[src/rtl/mux_scan_sequencer.sv]
// mux_scan_sequencer: channel registers and dwell-timed CD select sweeper for a 4:1 mux; define SCAN_MASK_EN to add chan_mask channel skipping
module mux_scan_sequencer #(
  parameter int DWELL = 4,
  parameter int DW = 4
) (
  input  logic          clk,
  input  logic          rst_n,
  input  logic          wr_en,
  input  logic [1:0]    wr_addr,
  input  logic [DW-1:0] wr_data,
  input  logic          start,
  input  logic          stop,
  input  logic          cont,
`ifdef SCAN_MASK_EN
  input  logic [3:0]    chan_mask,
`endif
  output logic [DW-1:0] I0,
  output logic [DW-1:0] I1,
  output logic [DW-1:0] I2,
  output logic [DW-1:0] I3,
  output logic [1:0]    CD,
  output logic          busy,
  output logic          scan_done
);
  localparam int CW = $clog2(DWELL) + 1;
  localparam logic [CW-1:0] CNT_LAST = CW'(DWELL - 1);
  typedef enum logic {IDLE, SCAN} state_t;
  state_t state;
  logic [CW-1:0] cnt;
  logic [DW-1:0] ch [4];
  logic [3:0] mask;
  logic [3:0] start_mask;
  logic dwell_end, at_end;
`ifdef SCAN_MASK_EN
  assign start_mask = chan_mask;
`else
  assign start_mask = 4'hf;
  assign mask = 4'hf;
`endif
  function automatic logic [1:0] first_of(input logic [3:0] m);
    first_of = 2'd0;
    for (int i = 3; i >= 0; i--) if (m[i]) first_of = 2'(i);
  endfunction
  function automatic logic [1:0] last_of(input logic [3:0] m);
    last_of = 2'd0;
    for (int i = 0; i < 4; i++) if (m[i]) last_of = 2'(i);
  endfunction
  function automatic logic [1:0] next_of(input logic [3:0] m, input logic [1:0] c);
    next_of = first_of(m);
    for (int i = 3; i >= 0; i--) if (m[i] && 2'(i) > c) next_of = 2'(i);
  endfunction
  assign dwell_end = cnt == CNT_LAST;
  assign at_end = dwell_end && CD == last_of(mask);
  assign busy = state == SCAN;
  assign scan_done = busy && at_end && !cont && !stop;
  assign I0 = ch[0];
  assign I1 = ch[1];
  assign I2 = ch[2];
  assign I3 = ch[3];
  // channel registers: writable in any state, independent of the sweep
  always_ff @(posedge clk or negedge rst_n)
    if (!rst_n) for (int i = 0; i < 4; i++) ch[i] <= '0;
    else if (wr_en) ch[wr_addr] <= wr_data;
  // sweep FSM: dwell counting, select advance, wrap and termination
  always_ff @(posedge clk or negedge rst_n)
    if (!rst_n) begin
      state <= IDLE;
      CD <= 2'd0;
      cnt <= '0;
`ifdef SCAN_MASK_EN
      mask <= 4'd0;
`endif
    end else if (state == IDLE) begin
      if (start && |start_mask) begin
        state <= SCAN;
        CD <= first_of(start_mask);
        cnt <= '0;
`ifdef SCAN_MASK_EN
        mask <= start_mask;
`endif
      end
    end else if (stop) begin
      state <= IDLE;
      CD <= 2'd0;
      cnt <= '0;
    end else if (!dwell_end) cnt <= cnt + 1'b1;
    else begin
      cnt <= '0;
      if (!at_end) CD <= next_of(mask, CD);
      else if (cont) CD <= first_of(mask);
      else begin
        state <= IDLE;
        CD <= 2'd0;
      end
    end
endmodule

[config.mk]
export PLATFORM = sky130hd
export DESIGN_NAME = mux_scan_sequencer
export DESIGN_NICKNAME = d
export VERILOG_FILES = /design/src/rtl/mux_scan_sequencer.sv
export SDC_FILE = /design/constraint.sdc
export NUM_CORES = 1
export LEC_CHECK = 0
export BUFFER_PORTS_ARGS = -buffer_cell sky130_fd_sc_hd__clkbuf_2
export CAP_MARGIN = 20
export CORE_UTILIZATION = 48
export DETAILED_ROUTE_END_ITERATION = 8
export GPL_ROUTABILITY_DRIVEN = 0
export GPL_TIMING_DRIVEN = 1
export HOLD_SLACK_MARGIN = 0.08
export PLACE_DENSITY = 0.75
export SYNTH_ARGS = -nofsm -noshare
export SYNTH_HDL_FRONTEND = slang
export SYNTH_SLANG_ARGS = --single-unit
[constraint.sdc]
create_clock -name clk -period 1.4 [get_ports clk]
set_input_delay 0.28 -clock clk [delete_from_list [all_inputs] [get_ports clk]]
set_output_delay 0.28 -clock clk [all_outputs]
set_load 0.01 [all_outputs]
Word-level counts from Yosys, hierarchy flattened
Cells that the tools add are included.
- flip-flop bits (word level): 22
- bits of input ports: 12
- output and inout port bits: 20
- word-level logic and storage cells: 49
- $add $sub $neg: 1
- $lt $le $gt $ge: 6
- eq/ne operators: 3
- multiplexer cells: 22
- bitwise logic cells: 1
- reductions and logical operators: 9
- operator list (cell ; number):
    2-to-1 mux 2 bit ; 9
    bitwise mux 16 bit ; 1
    2-to-1 mux 3 bit ; 4
    demux 4 bit (select 2 bit) ; 1
    2-to-1 mux 1 bit ; 6
    logical AND 1 bit ; 5
    > comparator 1 x 2 -> 1 bit, first input constant ; 2
    > comparator 2 bit, first input constant ; 2
    2-to-1 mux 4 bit ; 1
    adder 3 x 1 -> 3 bit, second input constant ; 1
    == test 3 x 2 -> 1 bit, second input constant ; 1
    >= comparator 3 bit, second input constant ; 1
    less-than comparator 3 x 1 -> 1 bit, second input constant ; 1
    inequality test 3 x 2 -> 1 bit, second input constant ; 1
    inverter 2 -> 3 bit ; 1
    == test 2 bit, second input constant ; 1
    logical NOT 1 bit ; 2
    AND reduction 2 bit ; 1
    nonzero test 2 bit ; 1

Longest topological paths before layout
- depth in word-level cells: 9
- gate-level depth with buffers: 4
- mapped depth without buffers: 4

Worst setup path before layout
OpenSTA, ideal clock, no wires.
- path type: flip-flop to output port
- start point: register CD[1]
- end point: output port scan_done
- arrival time: 1.048 ns
- required time: 1.120 ns
- path slack: 0.072 ns
- cell stages (with the launch flop): 4
- path buffers: 0
- path through: dfrtp_1 -> ha_1 -> nand2_1 -> nor4_1
- cells in the longest elaborated chain, start to end: 5
- RTL lines (element ; line ; source):
    from (decl) ; 21 ; output logic [1:0] CD,
    from (signal assigned) ; 76 ; CD <= first_of(start_mask);
    from (signal assigned) ; 89 ; if (!at_end) CD <= next_of(mask, CD);
    from (signal assigned) ; 90 ; else if (cont) CD <= first_of(mask);
    == test 2 bit ; 53 ; assign at_end = dwell_end && CD == last_of(mask);
    logical AND 1 bit ; 53 ;
    logical AND 1 bit (3 in series) ; 55 ; assign scan_done = busy && at_end && !cont && !stop;
    to (decl) ; 23 ; output logic scan_done
Every way passes these cells.

Worst setup path after layout
- start point: register cnt[0]
- end point: output port scan_done
- cells in the longest elaborated chain, start to end: 5
- RTL lines (element ; line ; source):
    from (decl) ; 29 ; logic [CW-1:0] cnt;
    from (signal assigned) ; 86 ; end else if (!dwell_end) cnt <= cnt + 1'b1;
    == test 3 x 2 -> 1 bit ; 52 ; assign dwell_end = cnt == CNT_LAST;
    logical AND 1 bit ; 53 ;
    logical AND 1 bit (3 in series) ; 55 ;
Every way passes these cells.

==> flow_metrics.env <==
export IMPL_r2r_cells=3
export IMPL_power_total_mw=1.459
export IMPL_min_path_type="in -> reg"
export IMPL_viasPerCell=4.932
export IMPL_final_cells=133
export IMPL_grt_usage_pct=17.87
export IMPL_skew_ns=0.0003402
export IMPL_vias=656
export IMPL_grt_overflow_total=0
export IMPL_layout_nets=126
export IMPL_first_pass_iters=4
export IMPL_placed_cell_area_sq_mm=0.001141
export IMPL_wire_per_inst_um=12.80
export IMPL_p_leak_nw=0.6051
export IMPL_drv_slew=0
export IMPL_hpwl_um=1264
export IMPL_dp_cells=125
export IMPL_cts_path_max_buffers=2
export IMPL_rr_startpoint="busy"
export IMPL_tns_ns=-0.1720
export IMPL_worstHoldEndpoint="busy"
export IMPL_syn2layout_area_growth_pct=27.26
export IMPL_diodes=0
export IMPL_worst_slack_ns=-0.1720
export IMPL_antenna_found_initial=0
export IMPL_hold_path_depth=3
export IMPL_layout_min_cycle_time_ns=1.572
export IMPL_synth_top_area_share_pct=57.67
export IMPL_max_stage_delay_ns=0.37
export IMPL_fp_dieH_um=46.60
export IMPL_syn_nets=85
export IMPL_cts_num_sinks=22
export IMPL_final_cell_area_sq_mm=0.001215
export IMPL_cp_required_ns=1.12
export IMPL_placementRows=15
export IMPL_drc=0
export IMPL_crit_slowest_cell="dfrtp_1"
export IMPL_status="finished with violations"
export IMPL_setup_worst_path_start_class="register"
export IMPL_r2r_end="CD[0]"
export IMPL_h_tree_depth=1
export IMPL_final_core_util_pct=67.43
export IMPL_synth_seq_area_share_pct=57.67
export IMPL_grt_pass1_vias=612
export IMPL_violations="negative setup slack"
export IMPL_r2r_slack_ns=0.24
export IMPL_synth_top_cells_by_area="dfrtp_1, mux2_2, ha_1, mux2i_1, nor3b_4"
export IMPL_die_area_sq_mm=0.002171
export IMPL_ys_seq_elements=22
export IMPL_critPathKind="reg -> out"
export IMPL_critPathBufInv=1
export IMPL_startpoint="cnt[0]"
export IMPL_grt_pass1_wl_um=2656
export IMPL_tightest_slew_ns=0.5090
export IMPL_rsz0062_at_grt="yes"
export IMPL_syn_inst=69
export IMPL_ys_types=20
export IMPL_yosysWarnings=0
export IMPL_start_util_pct=52.99
export IMPL_drive_above_1_share_pct=54.63
export IMPL_post_place_ws_ns=0.07973
export IMPL_wirelength_um=1702
export IMPL_cap_violations=0
export IMPL_io_buffer_count=31
export IMPL_clk_pin_slew_ns=0.10
export IMPL_clk_latency_ns=0.29
export IMPL_holdCritStartpoint="start"
export IMPL_hold_worst_slack_ns=0.2285
export IMPL_critical_path_top_delay_family="flip-flops"
export IMPL_crit_fanout=3
export IMPL_yosysTopAreaCell="dfrtp_1"
export IMPL_core_area_sq_mm=0.001802
export IMPL_syn_avg_cell_area_sq_um=13.84
export IMPL_critPathCaptureType="primary output"
export IMPL_drtIter0Drc=4
export IMPL_worstPathCellList="ha_2 -> nand2_2 -> nor4_2 -> buf_2"
export IMPL_die_w_um=46.60
export IMPL_cts_made_buffers=3
export IMPL_vdd_drop_max_uv=655.1
export IMPL_finalSetupViolations=1
export IMPL_fmax_mhz=636.1
export IMPL_hold_viol_final=0
export IMPL_synthesis_area_sq_um=954.7
export IMPL_final_antenna_net_count=0
export IMPL_critical_path_arrival_ns=1.29
export IMPL_post_route_period_util_pct=112.3
export IMPL_relSlewSlack_pct=66.07
export IMPL_clockRootBuffer="clkbuf_4"
export IMPL_io_pins=32
export IMPL_p_per_area_mw_per_mm2=1201
export IMPL_grt_max_degree=23
export IMPL_cts_tree="built"
report_power, final:
part	leakage [nW]	switching, mW	internal (mW)	total (mW)
sequential	0.269	0.0613	0.745	0.806
clock	0.0138	0.160	0.0999	0.260
combinational	0.322	0.191	0.203	0.394
total	0.605	0.412	1.05	1.46
layer usage:
metal  vias to the layer above  GRT usage (%)  share of wire [%]
met3                         2          4.314                4.1
met4                         0          7.059               0.76
met5                         -              0                  0
met1                       314          22.75                 46
met2                        17          28.89                 49
li1                        323              -                  -
repair_timing:
item	4_1_cts	5_1_grt
endpoints found under the hold margin	22	0
hold buffers	1	0
setup buffers	3	1
setup endpoints to repair	1	1
gates resized for setup	3	1
cell type report:
cell class              instances  area, sq um
clock buffers                   3        22.52
fillers                       157        586.8
inverters                       4        15.01
multi-input cells              43        400.4
flip-flops and latches         22        550.5
well taps                      25        31.28
repair buffers                 36        195.2
worst max path at each step:
stage | endpoint | slack [ns] | cells past startpoint
2_1_floorplan | scan_done | 0.07 | 3
3_3_place_gp | scan_done | 0.12 | 4
3_5_place_dp | scan_done | 0.08 | 4
4_1_cts | scan_done | -0.21 | 4
5_1_grt | scan_done | -0.28 | 4
6_report | scan_done | -0.17 | 4
worst register-to-register path: stages (launching register included):
cell	delay [ns]
dfrtp_1	0.44
and2b_1	0.23
a21oi_2	0.21
mux2i_1	0.21
synthesized netlist by cell type:
| master | count |
|---|---|
| a21oi_2 | 1 |
| a32o_1 | 1 |
| and2b_1 | 1 |
| dfrtp_1 | 22 |
| ha_1 | 4 |
| inv_1 | 4 |
| mux2_2 | 16 |
| mux2i_1 | 2 |
| nand2_1 | 4 |
| nand2b_1 | 2 |
| nand3_1 | 1 |
| nand3b_1 | 2 |
| nor2_1 | 2 |
| nor3_1 | 1 |
| nor3b_4 | 1 |
| nor4_1 | 1 |
| o21a_1 | 1 |
| o21ai_0 | 1 |
| o221ai_1 | 1 |
| o22ai_1 | 1 |
cells by family (layout without fill, tap and decap cells):
group / after synthesis / after routing / share of synthesized area, %
buffers and inverters: 4 / 43 / 1.572
multiplexers: 18 / 18 / 20.97
flip-flops: 22 / 22 / 57.67
adder cells (fa/ha/maj): 4 / 4 / 5.243
AND/OR/NAND/NOR: 15 / 15 / 9.698
AO/OA/AOI/OAI: 6 / 6 / 4.850
placed cells by master (no fill, tap or decap), drive strengths merged, types with 2 or more instances in the layout:
cell,synthesis,routed
clkbuf,0,33
ha,4,4
nand3b,2,2
mux2,16,16
nand2,4,4
dfrtp,22,22
inv,4,4
buf,0,5
nand2b,2,2
mux2i,2,2
nor2,2,2
state kept, by name, summed over array words and instances (netlist names):
name / count
CD: 2
I0: 4
I1: 4
I2: 4
I3: 4
busy: 1
cnt: 3
Note: power is estimated with default switching activity, not from simulation.
